### src/rtl/fetch_unit.sv
// Instruction-fetch stage: owns the PC, runs a single-outstanding request to a
// variable-latency instruction memory, and drives the IF/ID pipeline register.
module fetch_unit #(
  parameter logic [15:0] RESET_PC  = 16'h0000,
  parameter logic [15:0] NOP_INSTR = 16'h0000
) (
  input  logic        clk,
  input  logic        rst,
  input  logic        pc_wen,
  input  logic        if_id_wen,
  input  logic        if_id_flush,
  input  logic        control_hazard,
  input  logic [15:0] branch_target,
  output logic        imem_req,
  output logic [15:0] imem_addr,
  input  logic        imem_valid,
  input  logic [15:0] imem_rdata,
  output logic [15:0] if_id_instr,
  output logic [15:0] if_id_pc_plus2,
  output logic        if_id_valid,
  output logic        fetch_stall
);

  localparam int unsigned XLEN    = 16;
  localparam int unsigned OP_MSB  = 15;
  localparam int unsigned OP_LSB  = 12;
  localparam logic [3:0]  HALT_OP = 4'hF;

  typedef enum logic [1:0] {
    S_ISSUE  = 2'd0,
    S_WAIT   = 2'd1,
    S_HOLD   = 2'd2,
    S_HALTED = 2'd3
  } state_e;

  state_e            state_q, state_d;
  logic [XLEN-1:0]   pc_q, pc_d;
  logic              squash_q, squash_d;
  logic [XLEN-1:0]   buf_q, buf_d;
  logic [XLEN-1:0]   instr_q, instr_d;
  logic [XLEN-1:0]   pcp2_q, pcp2_d;
  logic              valid_q, valid_d;

  logic              advance;
  logic              xfer;
  logic [XLEN-1:0]   xfer_instr;
  logic [XLEN-1:0]   pc_plus2;

  // A flush holds back the pending instruction rather than consuming it.
  assign advance  = pc_wen & if_id_wen & ~if_id_flush;
  assign pc_plus2 = pc_q + XLEN'(2);

  // Next-state, PC and IF/ID payload.
  always_comb begin
    state_d    = state_q;
    pc_d       = pc_q;
    squash_d   = squash_q;
    buf_d      = buf_q;
    instr_d    = instr_q;
    pcp2_d     = pcp2_q;
    valid_d    = valid_q;
    xfer       = 1'b0;
    xfer_instr = buf_q;

    if (control_hazard) begin
      pc_d = branch_target;
      if ((state_q == S_WAIT) && !imem_valid) begin
        squash_d = 1'b1;
      end else begin
        state_d  = S_ISSUE;
        squash_d = 1'b0;
      end
    end else begin
      unique case (state_q)
        S_ISSUE: state_d = S_WAIT;
        S_WAIT: begin
          if (imem_valid) begin
            if (squash_q) begin
              squash_d = 1'b0;
              state_d  = S_ISSUE;
            end else if (advance) begin
              xfer       = 1'b1;
              xfer_instr = imem_rdata;
            end else begin
              buf_d   = imem_rdata;
              state_d = S_HOLD;
            end
          end
        end
        S_HOLD: begin
          if (advance) begin
            xfer       = 1'b1;
            xfer_instr = buf_q;
          end
        end
        S_HALTED: state_d = S_HALTED;
      endcase
    end

    if (xfer) begin
      pc_d    = pc_plus2;
      state_d = (xfer_instr[OP_MSB:OP_LSB] == HALT_OP) ? S_HALTED : S_ISSUE;
    end

    if (if_id_flush || (!xfer && if_id_wen)) begin
      instr_d = NOP_INSTR;
      pcp2_d  = '0;
      valid_d = 1'b0;
    end else if (xfer) begin
      instr_d = xfer_instr;
      pcp2_d  = pc_plus2;
      valid_d = 1'b1;
    end
  end

  always_ff @(posedge clk or negedge rst) begin
    if (!rst) begin
      state_q  <= S_ISSUE;
      pc_q     <= RESET_PC;
      squash_q <= 1'b0;
      buf_q    <= '0;
      instr_q  <= NOP_INSTR;
      pcp2_q   <= '0;
      valid_q  <= 1'b0;
    end else begin
      state_q  <= state_d;
      pc_q     <= pc_d;
      squash_q <= squash_d;
      buf_q    <= buf_d;
      instr_q  <= instr_d;
      pcp2_q   <= pcp2_d;
      valid_q  <= valid_d;
    end
  end

  // A redirect during ISSUE suppresses the strobe so no orphan request is left in flight.
  assign imem_req       = rst & (state_q == S_ISSUE) & ~control_hazard;
  assign imem_addr      = pc_q;
  assign fetch_stall    = (state_q == S_WAIT) & ~imem_valid;
  assign if_id_instr    = instr_q;
  assign if_id_pc_plus2 = pcp2_q;
  assign if_id_valid    = valid_q;

endmodule

### config.mk
export PLATFORM = sky130hd
export DESIGN_NAME = fetch_unit
export DESIGN_NICKNAME = d
export VERILOG_FILES = /design/src/rtl/fetch_unit.sv
export SDC_FILE = /design/constraint.sdc
export NUM_CORES = 1
export LEC_CHECK = 0
export ABC_AREA = 1
export CORE_MARGIN = 2
export CORE_UTILIZATION = 49
export CTS_CLUSTER_DIAMETER = 200
export CTS_CLUSTER_SIZE = 40
export DETAILED_ROUTE_END_ITERATION = 7
export PLACE_DENSITY_LB_ADDON = 0.15
export SETUP_SLACK_MARGIN = 0.1
export SYNTH_ARGS = -nofsm -noshare
export SYNTH_HDL_FRONTEND = slang
export SYNTH_SLANG_ARGS = --single-unit
### constraint.sdc
create_clock -name clk -period 2.2 [get_ports clk]
set_clock_uncertainty 0.1 [all_clocks]
set_input_delay 0.22 -clock clk [delete_from_list [all_inputs] [get_ports clk]]
set_output_delay 0.22 -clock clk [all_outputs]
set_load 0.01 [all_outputs]
# == After elaboration in Yosys (flattened, before gate mapping) ==
# Cells that the tools add are included.
# totals
register_bits,68
word_cells,69
# classes
add_sub_neg,1
eq_ne,7
n_mux,30
bitwise_logic,10
n_reduce_logical,14
# op_table
operator,count
$mux W16,11
$add A16 B2 Y16 const B,1
$mux W2,7
$mux W1,10
$reduce_bool A2 Y1,4
$pmux W2 S3,1
$and A1 B1 Y1,5
$ne A5 B5 Y1 const B,1
$not A1 Y1,5
$reduce_and A5 Y1,1
$reduce_bool A5 Y1,1
$eq A2 B2 Y1 const B,2
$eq A4 B4 Y1 const B,1
$ne A4 B4 Y1 const B,1
$reduce_and A4 Y1,1
$ne A3 B3 Y1 const B,1
$eq A2 B1 Y1 const B,1
$logic_and A1 B1 Y1,2
$logic_not A1 Y1,2
$logic_not A2 Y1,1
$pmux W1 S2,1
$reduce_and A2 Y1,1
$logic_or A1 B1 Y1,1

# == Logic depth before layout (Yosys ltp) ==
# depth
ltp_word,11
mapped_depth,11
mapped_depth_nobuf,11

# == Worst setup path before layout ==
# OpenSTA, ideal clock, no wires.
# synth_timing
kind,reg2reg
from,reg state_q[1]
to,reg buf_q[3]
setup_time_ns,0.125
arrival_time_ns,1.506
slack_ns,0.469
stages_incl_launch_ff,8
path_buffers,1
path_cell_list,dfrtp_1 -> inv_1 -> ha_1 -> nand2_2 -> nor2_8 -> nand2_4 -> buf_6 -> mux2_4
# synth_between
elab_chain_len,2
# synth_rtl
element,line,rtl
start: declaration,36,"state_e state_q, state_d;"
start signal: assignment,126,state_q <= state_d;
$eq A2 B1 Y1,74,unique case (state_q)
$reduce_and A5 Y1 (no source line),-,
end signal: assignment,129,buf_q <= buf_d;
end: declaration,39,"logic [XLEN-1:0] buf_q, buf_d;"
# No other way between the ends.
# A chain may end at the register's enable or synchronous reset.

# == Final worst setup path ==
# layout_timing
from,reg state_q[0]
to,out imem_req
# layout_between
elab_chain_len,3
# layout_rtl
element,line,rtl
$logic_not A2 Y1,137,assign imem_req = rst & (state_q == S_ISSUE) & ~control_hazard;
$and A1 B1 Y1 (2 in series),137,
end: declaration,14,"output logic imem_req,"
# No other way between the ends.

==> impl_metrics.ini <==
[status]
status = completed

[timing]
tightest_slew_ns = 0.8537
setup_viol = 0
slew_headroom = 0.4308
hold_violations = 0
min_period_ns = 2.006
whs_ns = 0.03278
setup_slack_ns = 0.1940
final.setup.tns_ns = 0
fmax_ghz = 0.4985
period_share = 0.9118
drv_slew = 0
rsz0062_at_grt = false

[cells_and_area]
fin_nets = 521
syn2layout_area_growth_pct = 33.82
diodes = 0
postLayoutCoreUtil = 0.6706
drive_gt1_frac = 0.09959
fin_area_sq_um = 4506
nFillCells = 574

[critical_path]
arrival_ns = 1.69
cp_cell_sequence = inv_1, ha_1, nand2_1, nor2_1, clkdlybuf4s50_1
cp_slowest_cell = clkdlybuf4s50_1
critPathMaxFanout = 4
crit_type = reg -> out
end_kind = output pin
ff2ff_path_depth = 10
r2r_setup_slack_ns = 0.25
critPathMaxStageDelay_ns = 0.54
crit_end = imem_req
startpoint_type = flip-flop
crit_start = state_q[0]
worstPathRequired_ns = 1.88
r2r_end = state_q[0]
r2r_start = state_q[0]

[job]
cap_violations = 0

[route]
wirelength_microns = 8319
route.vias.total = 3058
postRouteAntennaNets = 0
initialDrtViolationCount = 140
vias_per_cell = 5.441
dr.pass1.iters = 4
drc = 0
wire_per_inst_microns = 14.80

[clock_tree]
clk_pin_slew_ns = 0.07
clkLatencyLatePin_ns = 0.32
cts_tree = yes
cts_root_buf = clkbuf_8
htree_levels = 3
clock_sinks = 68
cts_buffers = 9
cts_buffer_depth = 2

[global_routing]
grt_use_total = 0.2367
grt_max_degree = 69
antenna_found_initial = 0
grt_pass1_wl_microns = 13860
grt_overflow = 0
first_global_vias = 2918

[logic_synthesis]
postSynthCellCount = 385
synth_top_family_by_area = simple AND/OR/NAND/NOR gates
yosys_warnings = 0
yosysTopAreaCellShare = 0.5054
ys.flop_type = dfrtp_1
ys_ff_latch = 68
synth_area_per_cell_sq_um = 8.745
synth_area_leaders = dfrtp_1 (51%), nand2_1 (7.2%), inv_1 (6.5%), o21ai_0 (5.8%), nand3_1 (3.7%)
synth_edf_count = 0
synthesis.nets = 429
synth.mux.area_fraction = 0.04794
synth.distinct_cells = 30
synth-xor-area-share = 0.01821
yosys.area_share.simple = 0.1724
yosysMostFrequentCell = dfrtp_1
synthTopCellsByCount = dfrtp_1 (68), nand2_1 (65), inv_1 (58), o21ai_0 (39), nand3_1 (25)
synth_compound_area_frac = 0.1420
synthAdderAreaFrac = 0.01858
yosysTopAreaCell = dfrtp_1
synthArstFlopShare = 1.000
yosysSeqAreaShare = 0.5054
synthesis.area_sq_um = 3367

[power]
p_int_mw = 2.434
swShare = 0.3209
clockPowerShare = 0.246
seqPwrFrac = 0.457
leakage_nw = 2.005
vdd_ir_drop_max_mv = 0.4458
switchingPower_mw = 1.150
comb_power_share = 0.297
p_per_area_nw_per_um2 = 795.4

[floorplan]
die-area_sq_um = 7551
core_sq_um = 6719
rows = 30
start_util = 0.5011
pin_count = 90
die_w_microns = 86.90
die_y_microns = 86.90

[hold_path]
min-delay-path-class = in -> async

[placement]
place_hpwl_microns = 5692
postPlaceCellArea_sq_um = 4319
gp_congestion = 0.8086
place_ws_ns = 0.1185
portBuffers = 89
through the flow:
stage               power, mW  cells
floorplan               2.325    385
global placement        2.665    546
detailed placement      2.708    546
CTS                     3.593    562
global route            3.821    562
finish                  3.584    562
worst max-delay path, delay by kind of cell, from the launching register on:
family	cells	cell delay, ns
buffers and inverters	2	0.64
flip-flops	1	0.41
AND/OR/NAND/NOR	2	0.16
adder cells (fa/ha/maj)	1	0.15
what timing repair did:
action | in CTS | in global routing
resized for setup | 2 | 5
hold buffers | 0 | 0
buffers inserted | 0 | 0
endpoints found under the setup margin | 1 | 2
placed cells by master (no fill, tap or decap), types with 4 or more instances in the layout:
cell	n
mux2_4	4
o22ai_1	16
a22oi_1	4
xor2_1	6
inv_1	58
dfrtp_1	68
clkdlybuf4s50_1	87
o21ai_0	39
nor3_1	4
nand2_1	65
mux2_2	9
a21oi_1	23
nor2_1	21
buf_4	8
ha_1	4
clkbuf_8	10
clkbuf_1	4
nand3_1	25
power by group through the flow:
stage | clock network [mW] | logic, mW | registers, mW
2_1_floorplan | 0 | 0.680 | 1.64
3_3_place_gp | 0 | 1.02 | 1.64
3_5_place_dp | 0 | 1.05 | 1.66
4_1_cts | 0.903 | 1.05 | 1.64
5_1_grt | 0.953 | 1.20 | 1.67
6_report | 0.883 | 1.06 | 1.64
worst min-delay path by stage:
stage          startpoint                 to  slack (ns)  cells past startpoint
6_report              rst       imem_addr[0]        0.03                      2
3_5_place_dp     buf_q[6]           buf_q[6]        0.39                      1
5_1_grt               rst       imem_addr[0]        0.09                      2
3_3_place_gp    buf_q[15]          buf_q[15]        0.37                      2
2_1_floorplan         rst           buf_q[0]       -0.18                      0
4_1_cts               rst  if_id_pc_plus2[3]        0.06                      2
per-layer routing:
metal	vias to the layer above	track usage	share of wire
li1	1447	-	-
met1	1470	0.2988	0.42
met2	122	0.3976	0.49
met3	19	0.04550	0.070
met4	0	0.09943	0.021
met5	-	0	0
flip-flops by register name, summed over array words and instances, names as in the netlist:
name and cells:
state_q 2, buf_q 16, if_id_valid 1, squash_q 1, imem_addr 16, if_id_instr 16
if_id_pc_plus2 16
logic make-up after synthesis:
family / count (synthesis)
adder cells (fa/ha/maj): 5
XOR/XNOR: 7
AO/OA/AOI/OAI: 88
multiplexers: 13
flip-flops: 68
buffers and inverters: 76
AND/OR/NAND/NOR: 128
cell type report:
type                            count  area (sq um)  area share
Sequential cell                    68          1702      0.3777
Multi-Input combinational cell    241          1365      0.3030
Timing Repair Buffer               97         944.7      0.2097
Clock buffer                       14         152.6     0.03388
Tap cell                           80         100.1     0.02222
Clock inverter                      2         10.01    0.002222
Inverter                           60         231.5     0.05137
(Power assumes the default switching activity.)
